==> src/rtl/result_tx_framer_pkg.sv <==
// Shared definitions for the result UART framer.
// Contents: FSM state encoding, frame lengths (raw = 2 bytes, ASCII hex = 6 bytes),
// CR/LF constants and the byte-selection helpers used to build a frame from a 16-bit word.
package result_tx_framer_pkg;

    typedef enum logic [1:0] {
        ST_IDLE = 2'd0,
        ST_LOAD = 2'd1,
        ST_SEND = 2'd2,
        ST_WAIT = 2'd3
    } state_t;

    localparam int unsigned RAW_FRAME_LEN = 32'd2;
    localparam int unsigned HEX_FRAME_LEN = 32'd6;

    localparam logic [7:0] ASCII_CR = 8'h0D;
    localparam logic [7:0] ASCII_LF = 8'h0A;

    // Uppercase ASCII character for one hex digit ('A' is 0x37 + 10).
    function automatic logic [7:0] hex_ascii(input logic [3:0] nib);
        logic [7:0] chr;
        if (nib < 4'd10) begin
            chr = 8'h30 + {4'h0, nib};
        end else begin
            chr = 8'h37 + {4'h0, nib};
        end
        return chr;
    endfunction

    // Raw frame: byte 0 is the high byte when msb_first, otherwise the low byte.
    function automatic logic [7:0] raw_byte(input logic [15:0] word,
                                            input logic [2:0]  idx,
                                            input logic        msb_first);
        logic hi;
        if (idx == 3'd0) begin
            hi = msb_first;
        end else begin
            hi = ~msb_first;
        end
        return hi ? word[15:8] : word[7:0];
    endfunction

    // ASCII frame: four hex digits, then CR, then LF.
    function automatic logic [7:0] hex_byte(input logic [15:0] word,
                                            input logic [2:0]  idx,
                                            input logic        msb_first);
        logic [1:0] pos;
        logic [3:0] nib;
        logic [7:0] chr;
        pos = msb_first ? (2'd3 - idx[1:0]) : idx[1:0];
        case (pos)
            2'd3:    nib = word[15:12];
            2'd2:    nib = word[11:8];
            2'd1:    nib = word[7:4];
            default: nib = word[3:0];
        endcase
        case (idx)
            3'd0, 3'd1, 3'd2, 3'd3: chr = hex_ascii(nib);
            3'd4:                   chr = ASCII_CR;
            3'd5:                   chr = ASCII_LF;
            default:                chr = 8'h00;
        endcase
        return chr;
    endfunction

endpackage

==> src/rtl/result_fifo.sv <==
// Synchronous single-clock word FIFO with show-ahead read data.
// Ports: clk/rst_n (async active-low), wr_en/wr_data (write accepted when not full,
// or when full together with a read), rd_en (pop, ignored when empty), rd_data
// (word at the head), full, empty, count (words held).
// DEPTH must be a power of two so the pointers wrap naturally.
module result_fifo #(
    parameter int DEPTH = 4,
    parameter int WIDTH = 16
) (
    input  logic                       clk,
    input  logic                       rst_n,
    input  logic                       wr_en,
    input  logic [WIDTH-1:0]           wr_data,
    input  logic                       rd_en,
    output logic [WIDTH-1:0]           rd_data,
    output logic                       full,
    output logic                       empty,
    output logic [$clog2(DEPTH):0]     count
);

    localparam int AW = $clog2(DEPTH);

    logic [WIDTH-1:0] mem_r [DEPTH];
    logic [AW-1:0]    wr_ptr_r;
    logic [AW-1:0]    rd_ptr_r;
    logic [AW:0]      count_r;
    logic             wr_acc_s;
    logic             rd_acc_s;

    assign full     = (count_r == (AW+1)'(DEPTH));
    assign empty    = (count_r == {(AW+1){1'b0}});
    assign count    = count_r;
    assign rd_data  = mem_r[rd_ptr_r];
    // A full FIFO still takes a write when the head leaves in the same cycle.
    assign wr_acc_s = wr_en && (!full || rd_en);
    assign rd_acc_s = rd_en && !empty;

    // Storage array and pointers; the count moves only when exactly one side is active.
    always_ff @(posedge clk or negedge rst_n) begin
        if (!rst_n) begin
            for (int i = 0; i < DEPTH; i++) begin
                mem_r[i] <= {WIDTH{1'b0}};
            end
            wr_ptr_r <= {AW{1'b0}};
            rd_ptr_r <= {AW{1'b0}};
            count_r  <= {(AW+1){1'b0}};
        end else begin
            if (wr_acc_s) begin
                mem_r[wr_ptr_r] <= wr_data;
                wr_ptr_r        <= wr_ptr_r + AW'(1);
            end
            if (rd_acc_s) begin
                rd_ptr_r <= rd_ptr_r + AW'(1);
            end
            case ({wr_acc_s, rd_acc_s})
                2'b10:   count_r <= count_r + (AW+1)'(1);
                2'b01:   count_r <= count_r - (AW+1)'(1);
                default: count_r <= count_r;
            endcase
        end
    end

endmodule

==> src/rtl/result_tx_framer.sv <==
// Buffers 16-bit multiplier results and feeds them byte by byte to a UART transmitter.
// Ports: clk_fpga (only clock), reset (async active-low), i_result/i_result_valid
// (result strobe), o_tx_dv/o_tx_byte (byte start to UART), i_tx_active/i_tx_done
// (UART status), o_busy, o_overflow (sticky drop flag), o_fifo_count.
// Build option: define ASCII_HEX_EN for a 6-byte ASCII hex + CR/LF frame per word;
// otherwise each word goes out as 2 raw bytes. MSB_FIRST picks the byte/digit order.
module result_tx_framer
    import result_tx_framer_pkg::*;
#(
    parameter int FIFO_DEPTH = 4,
    parameter bit MSB_FIRST  = 1'b1
) (
    input  logic                          clk_fpga,
    input  logic                          reset,
    input  logic [15:0]                   i_result,
    input  logic                          i_result_valid,
    output logic                          o_tx_dv,
    output logic [7:0]                    o_tx_byte,
    input  logic                          i_tx_active,
    input  logic                          i_tx_done,
    output logic                          o_busy,
    output logic                          o_overflow,
    output logic [$clog2(FIFO_DEPTH):0]   o_fifo_count
);

    localparam int CW = $clog2(FIFO_DEPTH) + 1;
`ifdef ASCII_HEX_EN
    localparam int unsigned FRAME_LEN = HEX_FRAME_LEN;
`else
    localparam int unsigned FRAME_LEN = RAW_FRAME_LEN;
`endif
    localparam logic [2:0] LAST_IDX = 3'(FRAME_LEN - 1);

    state_t          state_r;
    state_t          state_next_s;
    logic [2:0]      idx_r;
    logic [2:0]      idx_next_s;
    logic [15:0]     frame_r;
    logic            pop_s;
    logic            wr_acc_s;
    logic            drop_s;
    logic            dv_next_s;
    logic [7:0]      frame_byte_s;
    logic [7:0]      byte_next_s;
    logic            busy_next_s;
    logic [CW-1:0]   count_next_s;
    logic            tx_dv_r;
    logic [7:0]      tx_byte_r;
    logic            busy_r;
    logic            overflow_r;
    logic [15:0]     fifo_rd_data_s;
    logic            fifo_full_s;
    logic            fifo_empty_s;
    logic [CW-1:0]   fifo_count_s;

    result_fifo #(
        .DEPTH (FIFO_DEPTH),
        .WIDTH (16)
    ) u_fifo (
        .clk     (clk_fpga),
        .rst_n   (reset),
        .wr_en   (i_result_valid),
        .wr_data (i_result),
        .rd_en   (pop_s),
        .rd_data (fifo_rd_data_s),
        .full    (fifo_full_s),
        .empty   (fifo_empty_s),
        .count   (fifo_count_s)
    );

    assign wr_acc_s = i_result_valid && (!fifo_full_s || pop_s);
    assign drop_s   = i_result_valid && fifo_full_s && !pop_s;

    // Next-state and byte index; the index only advances below the last byte, so it saturates.
    always_comb begin
        state_next_s = state_r;
        idx_next_s   = idx_r;
        pop_s        = 1'b0;
        case (state_r)
            ST_IDLE: begin
                if (!fifo_empty_s && !i_tx_active) begin
                    pop_s        = 1'b1;
                    state_next_s = ST_LOAD;
                end else begin
                    state_next_s = ST_IDLE;
                end
            end
            ST_LOAD: begin
                idx_next_s   = 3'd0;
                state_next_s = ST_SEND;
            end
            ST_SEND: begin
                state_next_s = ST_WAIT;
            end
            ST_WAIT: begin
                if (i_tx_done) begin
                    if (idx_r == LAST_IDX) begin
                        state_next_s = ST_IDLE;
                    end else begin
                        idx_next_s   = idx_r + 3'd1;
                        state_next_s = ST_SEND;
                    end
                end else begin
                    state_next_s = ST_WAIT;
                end
            end
            default: begin
                state_next_s = ST_IDLE;
            end
        endcase
    end

    // Output look-ahead: the strobe and byte are registered on entry to SEND so they
    // appear in the SEND cycle itself; the byte then holds until the next SEND.
    always_comb begin
`ifdef ASCII_HEX_EN
        frame_byte_s = hex_byte(frame_r, idx_next_s, MSB_FIRST);
`else
        frame_byte_s = raw_byte(frame_r, idx_next_s, MSB_FIRST);
`endif
        dv_next_s = (state_next_s == ST_SEND);
        if (dv_next_s) begin
            byte_next_s = frame_byte_s;
        end else begin
            byte_next_s = tx_byte_r;
        end
        case ({wr_acc_s, pop_s})
            2'b10:   count_next_s = fifo_count_s + CW'(1);
            2'b01:   count_next_s = fifo_count_s - CW'(1);
            default: count_next_s = fifo_count_s;
        endcase
        busy_next_s = (state_next_s != ST_IDLE) || (count_next_s != {CW{1'b0}});
    end

    // State, frame capture and registered outputs. The head word is captured on the pop
    // edge because the FIFO head advances at that same edge.
    always_ff @(posedge clk_fpga or negedge reset) begin
        if (!reset) begin
            state_r    <= ST_IDLE;
            idx_r      <= 3'd0;
            frame_r    <= 16'h0000;
            tx_dv_r    <= 1'b0;
            tx_byte_r  <= 8'h00;
            busy_r     <= 1'b0;
            overflow_r <= 1'b0;
        end else begin
            state_r    <= state_next_s;
            idx_r      <= idx_next_s;
            if (pop_s) begin
                frame_r <= fifo_rd_data_s;
            end
            tx_dv_r    <= dv_next_s;
            tx_byte_r  <= byte_next_s;
            busy_r     <= busy_next_s;
            overflow_r <= overflow_r | drop_s;
        end
    end

    assign o_tx_dv      = tx_dv_r;
    assign o_tx_byte    = tx_byte_r;
    assign o_busy       = busy_r;
    assign o_overflow   = overflow_r;
    assign o_fifo_count = fifo_count_s;

endmodule

==> config.mk <==
export PLATFORM = sky130hd
export DESIGN_NAME = result_tx_framer
export DESIGN_NICKNAME = d
export VERILOG_FILES = /design/src/rtl/result_tx_framer_pkg.sv /design/src/rtl/result_fifo.sv /design/src/rtl/result_tx_framer.sv
export SDC_FILE = /design/constraint.sdc
export NUM_CORES = 1
export LEC_CHECK = 0
export ABC_CLOCK_PERIOD_IN_PS = 6950
export CAP_MARGIN = 20
export CORE_UTILIZATION = 55
export DETAILED_ROUTE_END_ITERATION = 10
export GPL_ROUTABILITY_DRIVEN = 0
export PLACE_DENSITY = 0.76
export SYNTH_ARGS = -nofsm -noshare
export SYNTH_HDL_FRONTEND = slang
export SYNTH_SLANG_ARGS = --single-unit
==> constraint.sdc <==
create_clock -name clk_fpga -period 6.95 [get_ports clk_fpga]
set_clock_uncertainty 0.05 [all_clocks]
set_input_delay 1.39 -clock clk_fpga [delete_from_list [all_inputs] [get_ports clk_fpga]]
set_output_delay 1.39 -clock clk_fpga [all_outputs]
set_load 0.005 [all_outputs]
==> results of run 1 <==
==> cell families (layout without fill, tap and decap cells) <==
group | Yosys count | count (layout) | share of synthesized area, %
xor+xnor | 8 | 8 | 1.49
mux | 81 | 81 | 23.2
buf+inv | 28 | 65 | 3.37
flops | 103 | 103 | 54.7
fa+ha+maj | 12 | 12 | 3.19
simple gates | 87 | 87 | 7.49
compound gates | 33 | 33 | 6.56
==> routing by layer <==
layer	track usage, %	up-vias	share of wire, %	routed length, um
met4	6.44	0	1.5	125
met5	0	-	0	0
li1	-	1296	-	-
met3	3.70	12	2.9	234
met1	27.4	1379	47	3810
met2	34.2	45	49	3970
==> power groups by stage <==
stage | combinational [mW] | clock (mW) | sequential (mW)
4_1_cts | 0.905 | 0.348 | 1.03
3_3_place_gp | 0.873 | 0 | 1.03
2_1_floorplan | 0.745 | 0 | 0.987
5_1_grt | 0.983 | 0.371 | 1.07
3_5_place_dp | 0.902 | 0 | 1.05
6_report | 0.894 | 0.338 | 1.04
==> layout make-up <==
| class | instances | area share [%] |
|---|---|---|
| tap | 105 | 2.49 |
| sequential | 103 | 48.9 |
| timing repair buffer | 37 | 6.84 |
| clock inverter | 3 | 0.332 |
| multi-input combinational | 221 | 37.4 |
| clock buffer | 13 | 3.02 |
| inverter | 12 | 0.950 |
==> worst register-to-register path, cell delays in order (launching register included) <==
cell and delay [ns]:
dfrtp_1 0.45, inv_1 0.13, ha_1 0.18, inv_1 0.06
o21ai_1 0.18, clkinv_1 0.41, ha_1 0.46, o31ai_1 0.06
o21ai_0 0.12, or3_1 0.31
==> stage by stage <==
stage	std cells	area (um^2)	worst slack, ns
after detailed placement	478	5090	3.27
final	494	5270	3.67
after global placement	478	5090	3.31
after floorplan	352	4710	3.84
after global routing	494	5270	3.51
after CTS	494	5270	3.64
==> cells in the mapped netlist, drive strengths merged, types with 2 or more instances <==
cell type  number  area share (%)
o21ai           5            0.53
buf            12             2.0
mux4           16             7.7
xnor2           6             1.1
o311ai          8             1.5
nor2            3            0.24
inv            11            0.98
o211ai          8             2.1
o31a            2            0.37
clkbuf          4            0.32
o31ai           2            0.43
xor2            2            0.37
ha             12             3.2
dfrtp         103              55
mux2           64              15
or3             2            0.27
nand2          77             6.1
==> sequential cells by signal (all words and copies together) (netlist names) <==
| signal | count |
|---|---|
| u_fifo.wr_ptr_r | 2 |
| o_tx_dv | 1 |
| u_fifo.count | 3 |
| u_fifo.mem_r | 64 |
| idx_r | 3 |
| frame_r | 16 |
| u_fifo.rd_ptr_r | 2 |
| o_tx_byte | 8 |
| o_overflow | 1 |
| o_busy | 1 |
| state_r | 2 |
==> path summary, 6_finish.rpt <==
path | depth (start not counted) | end | slack, ns
min in group asynchronous | 1 | u_fifo.mem_r[16]$_DFFE_PN0P_ | 0.87
setup / recovery | 5 | u_fifo.mem_r[51]$_DFFE_PN0P_ | 3.67
max in group asynchronous | 2 | frame_r[14]$_DFFE_PN0P_ | 4.73
hold reg to reg | 2 | frame_r[9]$_DFFE_PN0P_ | 0.43
setup reg to reg | 9 | o_busy$_DFF_PN0_ | 4.42
hold / removal | 2 | frame_r[9]$_DFFE_PN0P_ | 0.43
==> metrics.txt, run 1 <==
status completed; Reg area 0.00258 mm^2; GRT Overall Usage 20.5%; initial core utilization roughly 57%; sequential power share 45.7%; Util after Layout between 60 and 70%; Post-synth EDFFs 0; CTS resizes 0; power consumption 2.27 mW; Max Cap Viol 0; cell family with most CP delay simple AND/OR/NAND/NOR gates; most frequent cells in the layout dfrtp_1, nand2_1, mux2_2; final period utilization around 47%; P_leak 2.33 nW; Pint 1.52 mW; hold_buf cts 0; Slew @ Worst Pin 0.972 ns; Clock Latency Late Sink roughly 0.35 ns; Fin. Hold Viols 0; reg2reg start u_fifo.count[0]$_DFFE_PN0P_; postcts setup bufs 0; CP Cell Sequence clkdlybuf4s50_1 -> nor3_1 -> o31a_1 -> nand2_1 -> mux2_1; vias in the first global route roughly 2800; post-route ant nets 0; clock root buffer clkbuf_8; CTS H-tree lvls 3; Residual DRC 0; Pre-antenna DRT Iters 4; Filler cells 665; syn nets between 300 and 400; final-report max-slew violation count 0; logic gate share of total power 39.4%; ys flop type dfrtp_1; CP startpoint i_tx_active; Post-Synthesis Cells ~350; Max Clk Rate about 0.3 GHz; Setup Total Neg Slack 0 ns; initial antenna violation count 0; Vias 2732; fin crit period 3.28 ns; unrepaired setup endpoints after global routing false; crit-path max cell delay 0.55 ns; Iteration-0 DRC Markers 101; P per Cell Area 431 mW/mm^2; CP Capture Type flop; switching share of power between 30% and 40%; WP data arrival 3.47 ns; Worst Path Required 7.14 ns; mapped cell area between 0.004 and 0.005 mm^2; overall die height 94.5 um; GR Overflow Total 0; slowest cell on the critical path nand2_1; Max clock buf depth 2; Hold Crit Start frame_r[9]$_DFFE_PN0P_; share of cells above drive strength 1 28.0%; port bufs 34; Boundary Pins 35; endpoints failing setup 0; TritonCTS buffer count 9; Post-Route WL around 8000 um; area taken by multi-input logic gates 0.00197 mm^2; CTS tree built; Psw 0.754 mW; synthesis-to-layout area growth 11.9%; Die X 94.5 um; FF+latch count, synth 103; global-route wire length before repair approximately 14000 um; maximum vdd drop 0.203 mV; Seq/Total Area, Yosys 54.7%; WL per Instance between 15 and 20 um; WHS 0.434 ns; Core Rows 33; pin count of the biggest net entering global routing 82; crit path launch type input pin; critical path class input pin to flop; core area 0.00826 mm^2; die area 0.00894 mm^2; Buf/Inv on CP 1; DR vias/cell 5.53; hold crit path type flop to flop; clk sinks roughly 100; Clk network pwr share 14.9%; commonest non-fill, non-tap cell in the layout dfrtp_1; max-slew headroom at the worst pin 35.2%; Syn. warnings 0; Ant. Diodes 0; syn_area_per_cell 13.4 um^2; synth unique cells 39; Final #Nets around 420; DPL Wire Length about 5500 um; ys async rst share 100%; Worst-path clk slew 0.09 ns; Worst Path Max Fanout 16
No activity file was read; power rests on OpenSTA's default activity.
==> inputs of run 2 (changes only) <==
--- a/config.mk
+++ b/config.mk
@@ -5,7 +5,7 @@
 export SDC_FILE = /design/constraint.sdc
 export NUM_CORES = 1
 export LEC_CHECK = 0
-export ABC_CLOCK_PERIOD_IN_PS = 6950
+export ABC_CLOCK_PERIOD_IN_PS = 3300
 export CAP_MARGIN = 20
 export CORE_UTILIZATION = 55
 export DETAILED_ROUTE_END_ITERATION = 10
==> constraint.sdc (replaced) <==
create_clock -name clk_fpga -period 3.3 [get_ports clk_fpga]
set_clock_uncertainty 0.05 [all_clocks]
set_input_delay 0.66 -clock clk_fpga [delete_from_list [all_inputs] [get_ports clk_fpga]]
set_output_delay 0.66 -clock clk_fpga [all_outputs]
set_load 0.005 [all_outputs]
==> run 2 against run 1 <==
Effect of this change:
- global-route usage rose by 0.87 points
- clock power rose to 2.8 times the previous value
- wire length is 2.6% higher
- design area up 2.2%
- sequential cell count stayed put
- critical endpoint is now o_tx_byte[3]$_DFFE_PN0P_
- highest routed layer unchanged
- sequential share of layout area down 1.1 points
- sequential power is 110% higher
- utilization increased by 1.4 points
- clock-buffer cell count decreased by 4
- non-clock buffer count increased by 5
- combinational power rose by 110%
- first-iteration DRC count rose by 36%
==> metrics.txt, run 2 (synthesized netlist as in run 1, its figures left out) <==
status completed; synthesis-to-layout area growth 14.4%; Max clock buf depth 2; Met3 Wirelength 236 um; Highest Signal Layer met4; WL per Instance 16.7 um; unrepaired setup endpoints after global routing false; Iteration-0 DRC Markers 137; die area 0.00894 mm^2; Boundary Pins 35; Filler cells 630; Most flops, register u_fifo.mem_r; cell family with most CP delay compound AO/OA/AOI/OAI gates; fin crit period around 2.4 ns; P_leak ~2.4 nW; critical path class input pin to flop; maximum vdd drop ~0.41 mV; initial core utilization 57.0%; Core Rows 33; met2 WL post-DR 4200 um; Setup Total Neg Slack 0 ns; crit path launch type input pin; Fin. Hold Viols 0; CP Cell Sequence clkdlybuf4s50_1 -> nand2_1 -> o41ai_2 -> or3_1 -> o211ai_2; core area approximately 0.0083 mm^2; Final #Nets about 420; share of cells above drive strength 1 29.4%; CP startpoint i_tx_done; Worst Path Max Fanout 10; post-route ant nets 0; hold_buf cts 0; DR vias/cell 5.64; overall die height about 95 um; final-report max-slew violation count 0; CP Capture Type flop; most frequent cells in the layout dfrtp_1, nand2_1, mux2_2; slowest cell on the critical path o41ai_2; clock root buffer clkbuf_8; max-slew headroom at the worst pin 43.4%; WP data arrival 2.61 ns; reg2reg start idx_r[0]$_DFF_PN0_; Worst Path Required 3.46 ns; power consumption approximately 5 mW; design area about 0.0054 mm^2; CTS tree built; crit-path max cell delay 0.63 ns; Worst-path clk slew 0.09 ns; Max Clk Rate just over 0.4 GHz; pin count of the biggest net entering global routing 55; vias in the first global route 2853; Util after Layout 65.2%; Slew @ Worst Pin 0.849 ns; CTS resizes 0; Post-Route WL 8350 um; commonest non-fill, non-tap cell in the layout dfrtp_1; P per Cell Area 935 mW/mm^2; endpoints failing setup 0; Clock Latency Late Sink 0.36 ns; CTS H-tree lvls 3; Max Cap Viol 0; Vias 2813; DPL Wire Length 5620 um; GR Overflow Total 0; met1 wire length 3880 um; global-route wire length before repair about 14000 um; Die X 94.5 um; TritonCTS buffer count 9; clk sinks 103; max reg flops 64; Ant. Diodes 0; placed cell areas 0.00514 mm^2; port bufs 34; Residual DRC 0; initial antenna violation count 0; postcts setup bufs 0; GRT Overall Usage 21.4%; Buf/Inv on CP 1; Pre-antenna DRT Iters 4; hold crit path type input pin to async pin; final period utilization 74.2%
[run 2: cell type report]
class | instances | area [um^2] | area share, %
multi-input cells | 221 | 1970 | 36.6
clock inverters | 7 | 120 | 2.23
repair buffers | 42 | 410 | 7.62
inverters | 12 | 50.0 | 0.929
clock buffers | 9 | 124 | 2.30
well taps | 105 | 131 | 2.44
flip-flops and latches | 103 | 2580 | 47.9
[run 2: worst reg2reg max path, delay by kind of cell (launching register included)]
kind | cells | cell delay, ns
simple gates | 3 | 0.89
compound gates | 2 | 0.70
flops | 1 | 0.44
fa+ha+maj | 1 | 0.24
[run 2: path summary, 6_finish.rpt]
kind | to | slack [ns] | cells after the start
min reg2reg | frame_r[9]$_DFFE_PN0P_ | 0.44 | 2
max in group asynchronous | o_tx_dv$_DFF_PN0_ | 2.23 | 2
min in group clk_fpga | frame_r[9]$_DFFE_PN0P_ | 0.44 | 2
min | u_fifo.mem_r[33]$_DFFE_PN0P_ | 0.28 | 1
max reg2reg | o_tx_byte[7]$_DFFE_PN0P_ | 0.92 | 6
max | o_tx_byte[3]$_DFFE_PN0P_ | 0.85 | 5
[run 2: per-stage QoR]
stage / instances / setup WS, ns / hold slack (ns)
3_3_place_gp: 483 / 0.604 / 0.406
4_1_cts: 499 / 0.871 / 0.293
5_1_grt: 499 / 0.732 / 0.315
2_1_floorplan: 352 / 0.832 / 0.314
6_report: 499 / 0.852 / 0.279
3_5_place_dp: 483 / 0.524 / 0.412
[run 2: per-layer routing]
layer  up-vias  GRT usage (%)
li1       1320              -
met1      1450           29.4
met2        41           34.7
met3         2           4.83
met4         0           5.30
met5         -              0
[run 2: report_power, final]
part	leakage (nW)	total, mW	internal (mW)	switching, mW
Clock	0.120	0.933	0.506	0.427
Combinational	1.02	1.92	1.06	0.857
Sequential	1.25	2.19	1.83	0.355
Total	2.39	5.04	3.40	1.64
==> inputs of run 3 (changes only) <==
--- a/config.mk
+++ b/config.mk
@@ -5,7 +5,7 @@
 export SDC_FILE = /design/constraint.sdc
 export NUM_CORES = 1
 export LEC_CHECK = 0
-export ABC_CLOCK_PERIOD_IN_PS = 3300
+export ABC_CLOCK_PERIOD_IN_PS = 2320
 export CAP_MARGIN = 20
 export CORE_UTILIZATION = 55
 export DETAILED_ROUTE_END_ITERATION = 10
==> constraint.sdc (replaced) <==
create_clock -name clk_fpga -period 2.32 [get_ports clk_fpga]
set_clock_uncertainty 0.05 [all_clocks]
set_input_delay 0.464 -clock clk_fpga [delete_from_list [all_inputs] [get_ports clk_fpga]]
set_output_delay 0.464 -clock clk_fpga [all_outputs]
set_load 0.005 [all_outputs]
==> run 3 against run 2 <==
Effect of this change:
- total power rose by 41%
- worst setup slack got worse by 0.72 ns
- final cell count rose by 3.4%
- sequential power rose by 40%
- critical path type is now flop to flop
==> metrics.txt, run 3 (synthesized netlist as in run 1, its figures left out) <==
overall die height 94.5 um; Core Rows 33; clock root buffer clkbuf_8; initial antenna violation count 0; DR vias/cell 5.58; Pre-antenna DRT Iters 6; switching share of power ~34%; most frequent cells in the layout dfrtp_1, nand2_1, mux2_2; vias in the first global route 3014; Iteration-0 DRC Markers 137; Psw 2.39 mW; Worst Path Max Fanout 10; initial core utilization 57.0%; unrepaired setup endpoints after global routing false; die area just under 0.009 mm^2; commonest non-fill, non-tap cell in the layout dfrtp_1; placed cell areas between 0.005 and 0.006 mm^2; Pint 4.71 mW; share of cells above drive strength 1 around 33%; worst slack at placement -0.217 ns; WHS 0.436 ns; Die X 94.5 um; final period utilization 94.2%; DPL Wire Length roughly 5900 um; max reg flops 64; logic gate share of total power 42.4%; max-slew headroom at the worst pin 52.3%; final-report max-slew violation count 0; CTS H-tree lvls 3; Fin. Hold Viols 0; worst-case reg-to-reg path depth 7; WP data arrival 2.36 ns; WHS Path Cells 2; Final #Nets approximately 440; fin crit period between 2 and 2.5 ns; Ant. Diodes 0; Worst-path clk slew approximately 0.10 ns; GR Overflow Total 0; crit path launch type flop; CP Capture Type flop; Finished Layout Cells 516; clk sinks between 100 and 150; Boundary Pins 35; Max Cap Viol 0; critical path class flop to flop; P_leak 2.48 nW; P per Cell Area 1280 mW/mm^2; slack of the critical path 0.135 ns; maximum vdd drop 0.544 mV; pin count of the biggest net entering global routing 37; global-route wire length before repair 14500 um; WL per Instance roughly 16 um; GRT Overall Usage 21.8%; Post-Place Cells 499; Residual DRC 0; port bufs 34; TritonCTS buffer count 9; core area 0.00826 mm^2; Post-Route WL around 8500 um; Clk network pwr share 14.5%; Slew @ Worst Pin about 0.71 ns; Most flops, register u_fifo.mem_r; design area ~0.0055 mm^2; Worst Path Required approximately 2.5 ns; synthesis-to-layout area growth 17.4%; Max Clk Rate 0.458 GHz; Util after Layout 67.0%; status completed; power consumption 7.11 mW; Setup Total Neg Slack 0 ns; sequential power share 43.1%; Vias 2878; post-route ant nets 0; CTS tree built; endpoints failing setup 0; Clock Latency Late Sink between 0.3 and 0.4 ns; hold crit path type flop to flop; Max clock buf depth 2
==> run 3: path summary, 6_finish.rpt <==
kind	startpoint	endpoint	slack [ns]
max	idx_r[1]$_DFF_PN0_	o_tx_byte[2]$_DFFE_PN0P_	0.13
min	frame_r[9]$_DFFE_PN0P_	frame_r[9]$_DFFE_PN0P_	0.44
max reg2reg	idx_r[1]$_DFF_PN0_	o_tx_byte[2]$_DFFE_PN0P_	0.13
min reg2reg	frame_r[9]$_DFFE_PN0P_	frame_r[9]$_DFFE_PN0P_	0.44
max in group asynchronous	reset	u_fifo.mem_r[18]$_DFFE_PN0P_	1.10
min in group asynchronous	reset	u_fifo.mem_r[46]$_DFFE_PN0P_	0.54
==> run 3: power groups by stage <==
stage	Combinational, mW	Sequential (mW)	Clock (mW)
3_5_place_dp	3.00	3.09	0
4_1_cts	3.01	3.05	1.07
2_1_floorplan	2.23	2.96	0
3_3_place_gp	2.90	3.03	0
5_1_grt	3.30	3.15	1.14
6_report	3.01	3.06	1.03
==> run 3: final cells by class <==
cell class              instances  area, um^2
clock buffers                  10         128
multi-input cells             221        1990
flip-flops and latches        103        2580
inverters                      12        51.3
fillers                       590        2730
clock inverters                 6        53.8
repair buffers                 59         603
well taps                     105         131
==> run 3: critical path: stages, from the launching register on <==
cell	delay (ns)
dfrtp_1	0.38
inv_1	0.06
ha_1	0.21
nor2b_2	0.18
nand2b_4	0.16
a311o_2	0.40
o311ai_0	0.47
o211ai_2	0.14
==> run 3: routing by layer <==
| layer | GRT usage (%) | part of all wire (%) | vias to the layer above | routed length, um |
|---|---|---|---|---|
| met5 | 0 | 0 | - | 0 |
| met4 | 8.71 | 1.3 | 0 | 106 |
| met3 | 3.86 | 2.7 | 10 | 228 |
| met2 | 35.0 | 50 | 48 | 4250 |
| met1 | 29.6 | 46 | 1459 | 3880 |
| li1 | - | - | 1361 | - |
==> run 3: timing repair <==
| item | in CTS | in global routing |
|---|---|---|
| endpoints found under the setup margin | 1 | 8 |
| pin swaps | 0 | 1 |
| resized for setup | 2 | 6 |
| hold buffers | 1 | 0 |
| endpoints found under the hold margin | 2 | 0 |
| setup buffers | 0 | 0 |
